[config.mk]
export PLATFORM = sky130hd
export DESIGN_NAME = multi_bus_req_ack
export DESIGN_NICKNAME = d
export VERILOG_FILES = /design/src/rtl/multi_bus_req_ack.sv
export SDC_FILE = /design/constraint.sdc
export NUM_CORES = 1
export LEC_CHECK = 0
export CORE_ASPECT_RATIO = 1.4
export CORE_MARGIN = 5
export CORE_UTILIZATION = 40
export CTS_BUF_LIST = sky130_fd_sc_hd__clkbuf_4
export CTS_CLUSTER_SIZE = 14
export DETAILED_ROUTE_END_ITERATION = 10
export PLACE_DENSITY = 0.73
export REMOVE_ABC_BUFFERS = 1
export SLEW_MARGIN = 10
export SYNTH_ARGS = -nofsm -noshare
export SYNTH_HDL_FRONTEND = slang
export SYNTH_SLANG_ARGS = --single-unit
export TNS_END_PERCENT = 10
[constraint.sdc]
create_clock -name clk -period 4.6 [get_ports clk]
set_clock_uncertainty 0.15 [all_clocks]
set_input_delay 0.69 -clock clk [delete_from_list [all_inputs] [get_ports clk]]
set_output_delay 0.69 -clock clk [all_outputs]
set_load 0.01 [all_outputs]
[src/rtl/multi_bus_req_ack.sv]
// multi_bus_req_ack: N-channel request/acknowledge responder.
// After a fixed startup hold-off, a rising request on the channel picked by
// bus_select is acknowledged with a one-cycle pulse after a programmable
// delay. Requests on other channels raise error pulses, and rises on the
// active channel that arrive while a transaction is in flight are counted
// as drops. reset_n asserts asynchronously. Its release is expected to be
// synchronised to clk upstream.
module multi_bus_req_ack #(
    parameter int NUM_CH  = 2,
    parameter int HOLDOFF = 500,
    parameter int MAX_LAT = 5,
    parameter int SEL_W   = (NUM_CH > 1) ? $clog2(NUM_CH) : 1,
    parameter int LAT_W   = (MAX_LAT > 0) ? $clog2(MAX_LAT + 1) : 1
) (
    input  logic              clk,
    input  logic              reset_n,
    input  logic [SEL_W-1:0]  bus_select,
    input  logic [LAT_W-1:0]  lat_cfg,
    input  logic [NUM_CH-1:0] req,
    output logic [NUM_CH-1:0] ack,
    output logic              ready,
    output logic              busy,
    output logic              err_inactive,
    output logic [SEL_W-1:0]  err_ch,
    output logic [7:0]        drop_cnt
);

    localparam int               HC_W      = (HOLDOFF > 1) ? $clog2(HOLDOFF + 1) : 1;
    localparam logic [HC_W-1:0]  HOLD_V    = HC_W'(HOLDOFF);
    localparam logic [LAT_W-1:0] MAX_LAT_V = LAT_W'(MAX_LAT);

    typedef enum logic {
        S_IDLE,
        S_WAIT
    } state_t;

    state_t              state_q, state_d;
    logic [HC_W-1:0]     hold_q, hold_d;
    logic                ready_q, ready_d;
    logic [NUM_CH-1:0]   prev_q;
    logic [SEL_W-1:0]    ch_q, ch_d;
    logic [LAT_W-1:0]    cnt_q, cnt_d;
    logic                busy_q, busy_d;
    logic [NUM_CH-1:0]   ack_q, ack_d;
    logic                err_q, err_d;
    logic [SEL_W-1:0]    err_ch_q, err_ch_d;
    logic [7:0]          drop_q, drop_d;

    logic [NUM_CH-1:0]   sel_hit;
    logic [NUM_CH-1:0]   rise;
    logic [NUM_CH-1:0]   offend;
    logic                rise_sel;
    logic [LAT_W-1:0]    lat_eff;

    // Decode the selected channel, detect rises and clamp the latency request.
    // An out-of-range select matches no channel, so every request is inactive.
    always_comb begin
        sel_hit = '0;
        for (int i = 0; i < NUM_CH; i++) begin
            sel_hit[i] = (bus_select == SEL_W'(i));
        end
        rise     = req & ~prev_q;
        offend   = req & ~sel_hit;
        rise_sel = |(rise & sel_hit);
        lat_eff  = (lat_cfg > MAX_LAT_V) ? MAX_LAT_V : lat_cfg;
    end

    // Next-state logic: hold-off counter, transaction FSM, error and drop tracking.
    always_comb begin
        state_d  = state_q;
        hold_d   = hold_q;
        ready_d  = ready_q;
        ch_d     = ch_q;
        cnt_d    = cnt_q;
        busy_d   = busy_q;
        ack_d    = '0;
        err_d    = 1'b0;
        err_ch_d = '0;
        drop_d   = drop_q;

        if (!ready_q) begin
            // Requests are ignored entirely until the hold-off expires.
            hold_d = hold_q + HC_W'(1);
            if (hold_d == HOLD_V) begin
                ready_d = 1'b1;
            end
        end else begin
            err_d = |offend;
            for (int i = NUM_CH - 1; i >= 0; i--) begin
                if (offend[i]) begin
                    err_ch_d = SEL_W'(i);
                end
            end

            case (state_q)
                S_IDLE: begin
                    if (rise_sel) begin
                        ch_d = bus_select;
                        if (lat_eff == '0) begin
                            // Zero delay: acknowledge right away, never look busy.
                            ack_d = sel_hit;
                        end else begin
                            state_d = S_WAIT;
                            cnt_d   = lat_eff;
                            busy_d  = 1'b1;
                        end
                    end
                end
                S_WAIT: begin
                    if (rise_sel && (drop_q != 8'hFF)) begin
                        drop_d = drop_q + 8'd1;
                    end
                    cnt_d = cnt_q - LAT_W'(1);
                    if (cnt_q == LAT_W'(1)) begin
                        // Ack goes to the latched channel, whatever bus_select is now.
                        state_d = S_IDLE;
                        busy_d  = 1'b0;
                        for (int i = 0; i < NUM_CH; i++) begin
                            ack_d[i] = (ch_q == SEL_W'(i));
                        end
                    end
                end
                default: begin
                    state_d = S_IDLE;
                end
            endcase
        end
    end

    // State register. The previous-request copy runs even during hold-off so a
    // level held across ready rising is not mistaken for a rise.
    always_ff @(posedge clk or negedge reset_n) begin
        if (!reset_n) begin
            state_q  <= S_IDLE;
            hold_q   <= '0;
            ready_q  <= 1'b0;
            prev_q   <= '0;
            ch_q     <= '0;
            cnt_q    <= '0;
            busy_q   <= 1'b0;
            ack_q    <= '0;
            err_q    <= 1'b0;
            err_ch_q <= '0;
            drop_q   <= '0;
        end else begin
            state_q  <= state_d;
            hold_q   <= hold_d;
            ready_q  <= ready_d;
            prev_q   <= req;
            ch_q     <= ch_d;
            cnt_q    <= cnt_d;
            busy_q   <= busy_d;
            ack_q    <= ack_d;
            err_q    <= err_d;
            err_ch_q <= err_ch_d;
            drop_q   <= drop_d;
        end
    end

    assign ack          = ack_q;
    assign ready        = ready_q;
    assign busy         = busy_q;
    assign err_inactive = err_q;
    assign err_ch       = err_ch_q;
    assign drop_cnt     = drop_q;

endmodule

==> metrics.md, run 1 <==
| Metric | Value |
|---|---|
| DP HPWL | about 2.1 mm |
| Initial DRC Count | 49 |
| Fmax | 388 MHz |
| Initial Util | 40.5% |
| IO Pins | 22 |
| DR vias/cell | 5.57 |
| CTS Buf Count | 5 |
| Met1 Usage GRT | between 10% and 20% |
| Global-route met2 utilization | approximately 22% |
| Area leader, netlist | dfrtp_1 |
| Max incr delay on CP | 0.50 ns |
| Synth Area in Compound Gates | 8.89% |
| Cells after Synth | 134 |
| Final hold slack | 0.341 ns |
| R2R setup slack | 2.44 ns |
| Fill cells | between 300 and 400 |
| Crit end category | register |
| Total number of vias | 1,125 |
| Met3 GRT Util | 3.62% |
| HP Class | reg2reg |
| RSZ-0062 raised after global routing | false |
| Area grow syn2layout | 21.2% |
| Final setup viols | 0 |
| Pwr dens | 259 nW/um^2 |
| Synth Area in XOR/XNOR | 8.38% |
| VDD IR max | a little under 0.2 mV |
| Most common cell after layout, fill and taps aside | dfrtp_1 |
| Root Buffer | clkbuf_4 |
| Largest family of logic cells by synthesized area | simple AND/OR/NAND/NOR gates |
| Minimum clock period | 2.58 ns |
| Port bufs | 21 |
| DRC | 0 |
| Layout cell share with drive strength beyond 1 | 10.6% |
| Antenna violations before repair | 0 |
| Fin cells | 202 |
| Measured slew at the worst slew-check pin | 0.516 ns |
| Adder-Cell Fraction of Synth Area | between 4 and 5% |
| Seq cells post-synth | 30 |
| Clock sink count | 30 |
| Clk Latency, worst-skew pair | 0.32 ns |
| Post-Synth Simple-Gate Area | between 10% and 20% |
| Pin count of the biggest net entering global routing | 31 |
| Synthesized area | about 1500 sq um |
| P_leak | 0.000758 uW |
| Hold-fix buffers, CTS | 0 |
| Status | finished clean |
| Die area | 4990 sq um |
| First-pass GRT wire length | around 5.1 mm |
| Worst Path Class, Setup | in2reg |
| ANT nets after route | 0 |
| Synth area leaders | dfrtp_1, xor2_1, ha_1 |
| Cell Chain, Critical Path | clkdlybuf4s50_1 -> or3b_4 -> a211o_2 -> nor2_1 -> mux2_2 |
| Crit path from | bus_select |
| CTS H-tree lvls | 2 |
| Total negative slack | 0 ns |
| Critical Path Fanout Max | 6 |
| Synth unique cells | 36 |
| Post-cts gate resize count | 0 |
| Reg-to-reg endpoint | drop_cnt[1] |
| Overflow after GRT | 0 |
| Worst Setup Start Kind | primary input |
| CP top delay family | simple AND/OR/NAND/NOR gates |
| Crit path required time | 4.66 ns |
| CTS tree | done |
| CP arrival | ~2.6 ns |
| Mean Syn Cell Area | roughly 11 sq um |
| CP endpoint | drop_cnt[1] |
| Antenna Diode Count | 0 |
| WP buf/inv | 1 |
| Area of the core | ~3600 sq um |
| Fin nets | 173 |
| Ratio of final minimum period to clock period | 56.1% |
| Yosys synthesis warning count | 0 |
| Share of the synthesized area in the top cell type | 51.3% |
| Worst path depth | 5 |
| R2R Path Start | ready |
| TritonRoute pass-1 iters | 4 |
| Setup bufs post-CTS | 0 |
| Worst-path clk slew | 0.08 ns |
| Number of global-route vias before repair | 1,159 |
| MaxCap Viol Count | 0 |
| Total track usage | 13.8% |
| Final Hold Viols | 0 |
| Routed len/inst | 14.3 microns |
| CTS max path bufs | 2 |
| Most frequent cells in the layout | dfrtp_1, clkdlybuf4s50_1, nand3_1 |
| Final WL | just under 3 mm |
| Die Span Y | ~80 microns |
| Max stage delay cell, worst path | clkdlybuf4s50_1 |
| Seq/Total Area, Yosys | 51.3% |
| Placed Cells | roughly 200 |
| Cell Rows | 26 |
| Worst slew margin | 65.6% |
| Max Slew Vio Count | 0 |
| R2r worst-path depth | 4 |
| Utilization after layout | between 40% and 50% |
| Chip width | 61.1 microns |
| Multiplexer share of the synthesized area | a little under 6% |
| Gpl congestion | 0.863 |
| Busiest metal layer after global routing | met2 |
## power breakdown
group          switching, uW  internal, uW
clock network           83.6          69.3
registers               4.90           268
logic                   15.3          17.5
## per-stage QoR
stage               total power (uW)  instance area (sq um)  setup slack (ns)
finish                           459                   1770              2.02
global placement                 311                   1720              1.77
CTS                              467                   1770              2.03
floorplan                        289                   1450              2.34
detailed placement               312                   1720              1.68
global route                     480                   1770              1.97
## metal layers
| layer | up-vias | wire length [microns] |
|---|---|---|
| met3 | 9 | 131 |
| met1 | 548 | 1250 |
| met5 | - | 0 |
| met2 | 34 | 1410 |
| met4 | 0 | 93 |
| li1 | 534 | - |
## state kept, by name (all words and copies together), names as in the netlist
| name | cells |
|---|---|
| ack | 2 |
| busy | 1 |
| ch_q | 1 |
| cnt_q | 3 |
| drop_cnt | 8 |
| err_ch | 1 |
| err_inactive | 1 |
| hold_q | 9 |
| prev_q | 2 |
| ready | 1 |
| state_q | 1 |
## logic make-up after synthesis
kind of cell    count (synthesis)
compound gates                 20
xor+xnor                       14
fa+ha+maj                       5
buf+inv                         8
flops                          30
mux                             8
simple gates                   49
## synthesized netlist by cell type
cell type	instances
dfrtp_1	30
nand3_1	9
nand2_1	8
xor2_1	8
nor2_1	7
a21oi_1	6
xnor2_1	6
ha_1	5
inv_1	5
mux2_2	5
nand4_1	5
nor3_1	4
mux2i_1	3
o21ai_0	3
a211oi_1	2
and3_1	2
clkbuf_1	2
nand2b_1	2
nand3b_1	2
nor3b_1	2
nor4_1	2
o22ai_1	2
a211o_2	1
a21boi_0	1
a2bb2oi_1	1
a31oi_1	1
a41oi_1	1
and4_1	1
buf_2	1
nor4b_2	1
nor4bb_1	1
o21a_1	1
o22a_1	1
or3_1	1
or3b_2	1
or3b_4	1
## layout make-up
type	count	area [sq um]	area share, %
sequential	30	751	42.3
multi-input combinational	96	682	38.4
timing repair buffer	22	218	12.3
clock buffer	7	52.6	2.96
tap	42	52.6	2.96
inverter	5	18.8	1.06
## worst register-to-register path, stage by stage (launching register included)
cell	delay (ns)
dfrtp_1	0.67
inv_1	0.23
a211o_2	0.37
nor2_1	0.25
mux2_2	0.37
## worst min-delay path by stage
stage	endpoint	start	cells past startpoint	slack (ns)
global route	ack[0]	ch_q	1	0.37
finish	ack[0]	ch_q	1	0.34
floorplan	ack[0]	reset_n	0	0.24
detailed placement	ack[0]	ch_q	1	0.32
CTS	ack[0]	ch_q	1	0.34
global placement	ack[0]	ch_q	1	0.32
Power figures use the tool's default switching activity.
==> inputs of run 2 (changes only) <==
Clock period 4.6 ns to 2.5 ns, I/O delays scaled along.
==> run 2 against run 1 <==
Compared with the run above:
- worst setup slack got worse by 1.7 ns
- first-iteration DRC count fell by 29%
- via count did not move
- clock-buffer cell count fell by 1
- sequential power rose by 84%
- clock power rose by 78%
- sequential share of layout area fell by 1.1 points
- global-route usage rose by 0.39 points
- wire length fell by 0.17%
- power rose by 83%
- non-clock buffer count rose by 6
- largest cell class unchanged
==> metrics.md, run 2 (same netlist as run 1, synthesis figures left out) <==
| Metric | Value |
|---|---|
| Measured slew at the worst slew-check pin | 0.373 ns |
| Post-cts gate resize count | 0 |
| P_leak | 0.000789 uW |
| RSZ-0062 raised after global routing | false |
| Worst Setup Start Kind | primary input |
| Crit end category | register |
| Area grow syn2layout | 24.4% |
| Fmax | 466 MHz |
| Critical Path Fanout Max | 6 |
| Cell Rows | 26 |
| Pin count of the biggest net entering global routing | 31 |
| Die area | 4990 sq um |
| Met3 GRT Util | approximately 5.3% |
| Die Span Y | 81.6 microns |
| Final WL | 2.88 mm |
| Setup bufs post-CTS | 0 |
| Clock sink count | 30 |
| CTS max path bufs | 2 |
| CTS Buf Count | 5 |
| R2R Path Start | prev_q[0] |
| Final hold slack | 0.269 ns |
| Fin nets | 179 |
| Most common cell after layout, fill and taps aside | dfrtp_1 |
| Max FFs per register | 9 |
| WP buf/inv | 1 |
| DP HPWL | 2.15 mm |
| DR vias/cell | 5.38 |
| Port bufs | 21 |
| Gpl congestion | 0.820 |
| Clk Latency, worst-skew pair | 0.32 ns |
| Met1 Usage GRT | 15.1% |
| Max stage delay cell, worst path | clkdlybuf4s50_1 |
| Utilization after layout | 50.4% |
| Top reg by flops | hold_q |
| Number of global-route vias before repair | 1,216 |
| Busiest metal layer after global routing | met2 |
| MaxCap Viol Count | 0 |
| IO Pins | 22 |
| Worst path depth | 5 |
| Layout cell share with drive strength beyond 1 | 13.8% |
| Pwr dens | roughly 460 nW/um^2 |
| Crit path from | req[0] |
| R2R setup slack | 0.57 ns |
| Most frequent cells in the layout | dfrtp_1, clkdlybuf4s50_1, nand3_1 |
| Initial Util | between 40% and 50% |
| Antenna Diode Count | 0 |
| Routed len/inst | 13.8 microns |
| Status | finished clean |
| HP Class | in2async |
| CTS H-tree lvls | 2 |
| Fill cells | 348 |
| CP arrival | approximately 2.2 ns |
| Root Buffer | clkbuf_4 |
| DRC | 0 |
| Antenna violations before repair | 0 |
| Worst slew margin | 75.1% |
| Total number of vias | 1,125 |
| Max Slew Vio Count | 0 |
| Worst Path Class, Setup | in2reg |
| Global-route met2 utilization | 24.5% |
| First-pass GRT wire length | 5.17 mm |
| Tot Pwr | 839 uW |
| Hold-fix buffers, CTS | 0 |
| ANT nets after route | 0 |
| Minimum clock period | roughly 2.1 ns |
| VDD IR max | 0.299 mV |
| Overflow after GRT | 0 |
| R2r worst-path depth | 4 |
| Total negative slack | 0 ns |
| CP top delay family | simple AND/OR/NAND/NOR gates |
| Initial DRC Count | 35 |
| Cell Chain, Critical Path | clkdlybuf4s50_1 -> or3b_4 -> a211o_2 -> nor3_1 -> mux2_2 |
| Chip width | roughly 60 microns |
| Ratio of final minimum period to clock period | 85.8% |
| Final Hold Viols | 0 |
| Area of the core | 3610 sq um |
| Max incr delay on CP | 0.51 ns |
| TritonRoute pass-1 iters | 4 |
| Reg-to-reg endpoint | drop_cnt[6] |
| CTS tree | done |
| Crit path required time | 2.56 ns |
| Final setup viols | 0 |
| Total track usage | 14.2% |
| Worst-path clk slew | approximately 0.09 ns |
run 2: area by class of cell:
class / count / area [sq um] / area share [%]
sequential: 30 / 751 / 41.2
multi-input combinational: 96 / 682 / 37.5
timing repair buffer: 28 / 263 / 14.4
clock inverter: 2 / 8.76 / 0.481
clock buffer: 6 / 45.0 / 2.47
inverter: 5 / 18.8 / 1.03
tap: 42 / 52.6 / 2.89
run 2: power breakdown:
group	internal [uW]	total, uW	switching [uW]
clock	116	272	156
sequential	494	503	9.55
combinational	34.7	63.1	28.4
run 2: routing by layer:
metal / wire length, microns / part of all wire [%] / vias up
met2: 1450 / 51 / 27
met4: 54 / 1.9 / 0
met1: 1220 / 42 / 546
li1: - / - / 547
met5: 0 / 0 / -
met3: 150 / 5.2 / 5
run 2: worst max path at each step:
stage                     slack (ns)           to
final                           0.36  drop_cnt[6]
after global routing            0.31  drop_cnt[5]
after CTS                       0.36  drop_cnt[6]
after detailed placement      -0.009  drop_cnt[6]
after global placement          0.07  drop_cnt[6]
after floorplan                 0.56  drop_cnt[1]
run 2: metrics by stage:
step / instance area [sq um] / std cells / setup slack (ns)
2_1_floorplan: 1450 / 131 / 0.556
3_3_place_gp: 1770 / 201 / 0.0679
3_5_place_dp: 1770 / 201 / -0.00908
4_1_cts: 1820 / 209 / 0.356
5_1_grt: 1820 / 209 / 0.314
6_report: 1820 / 209 / 0.355
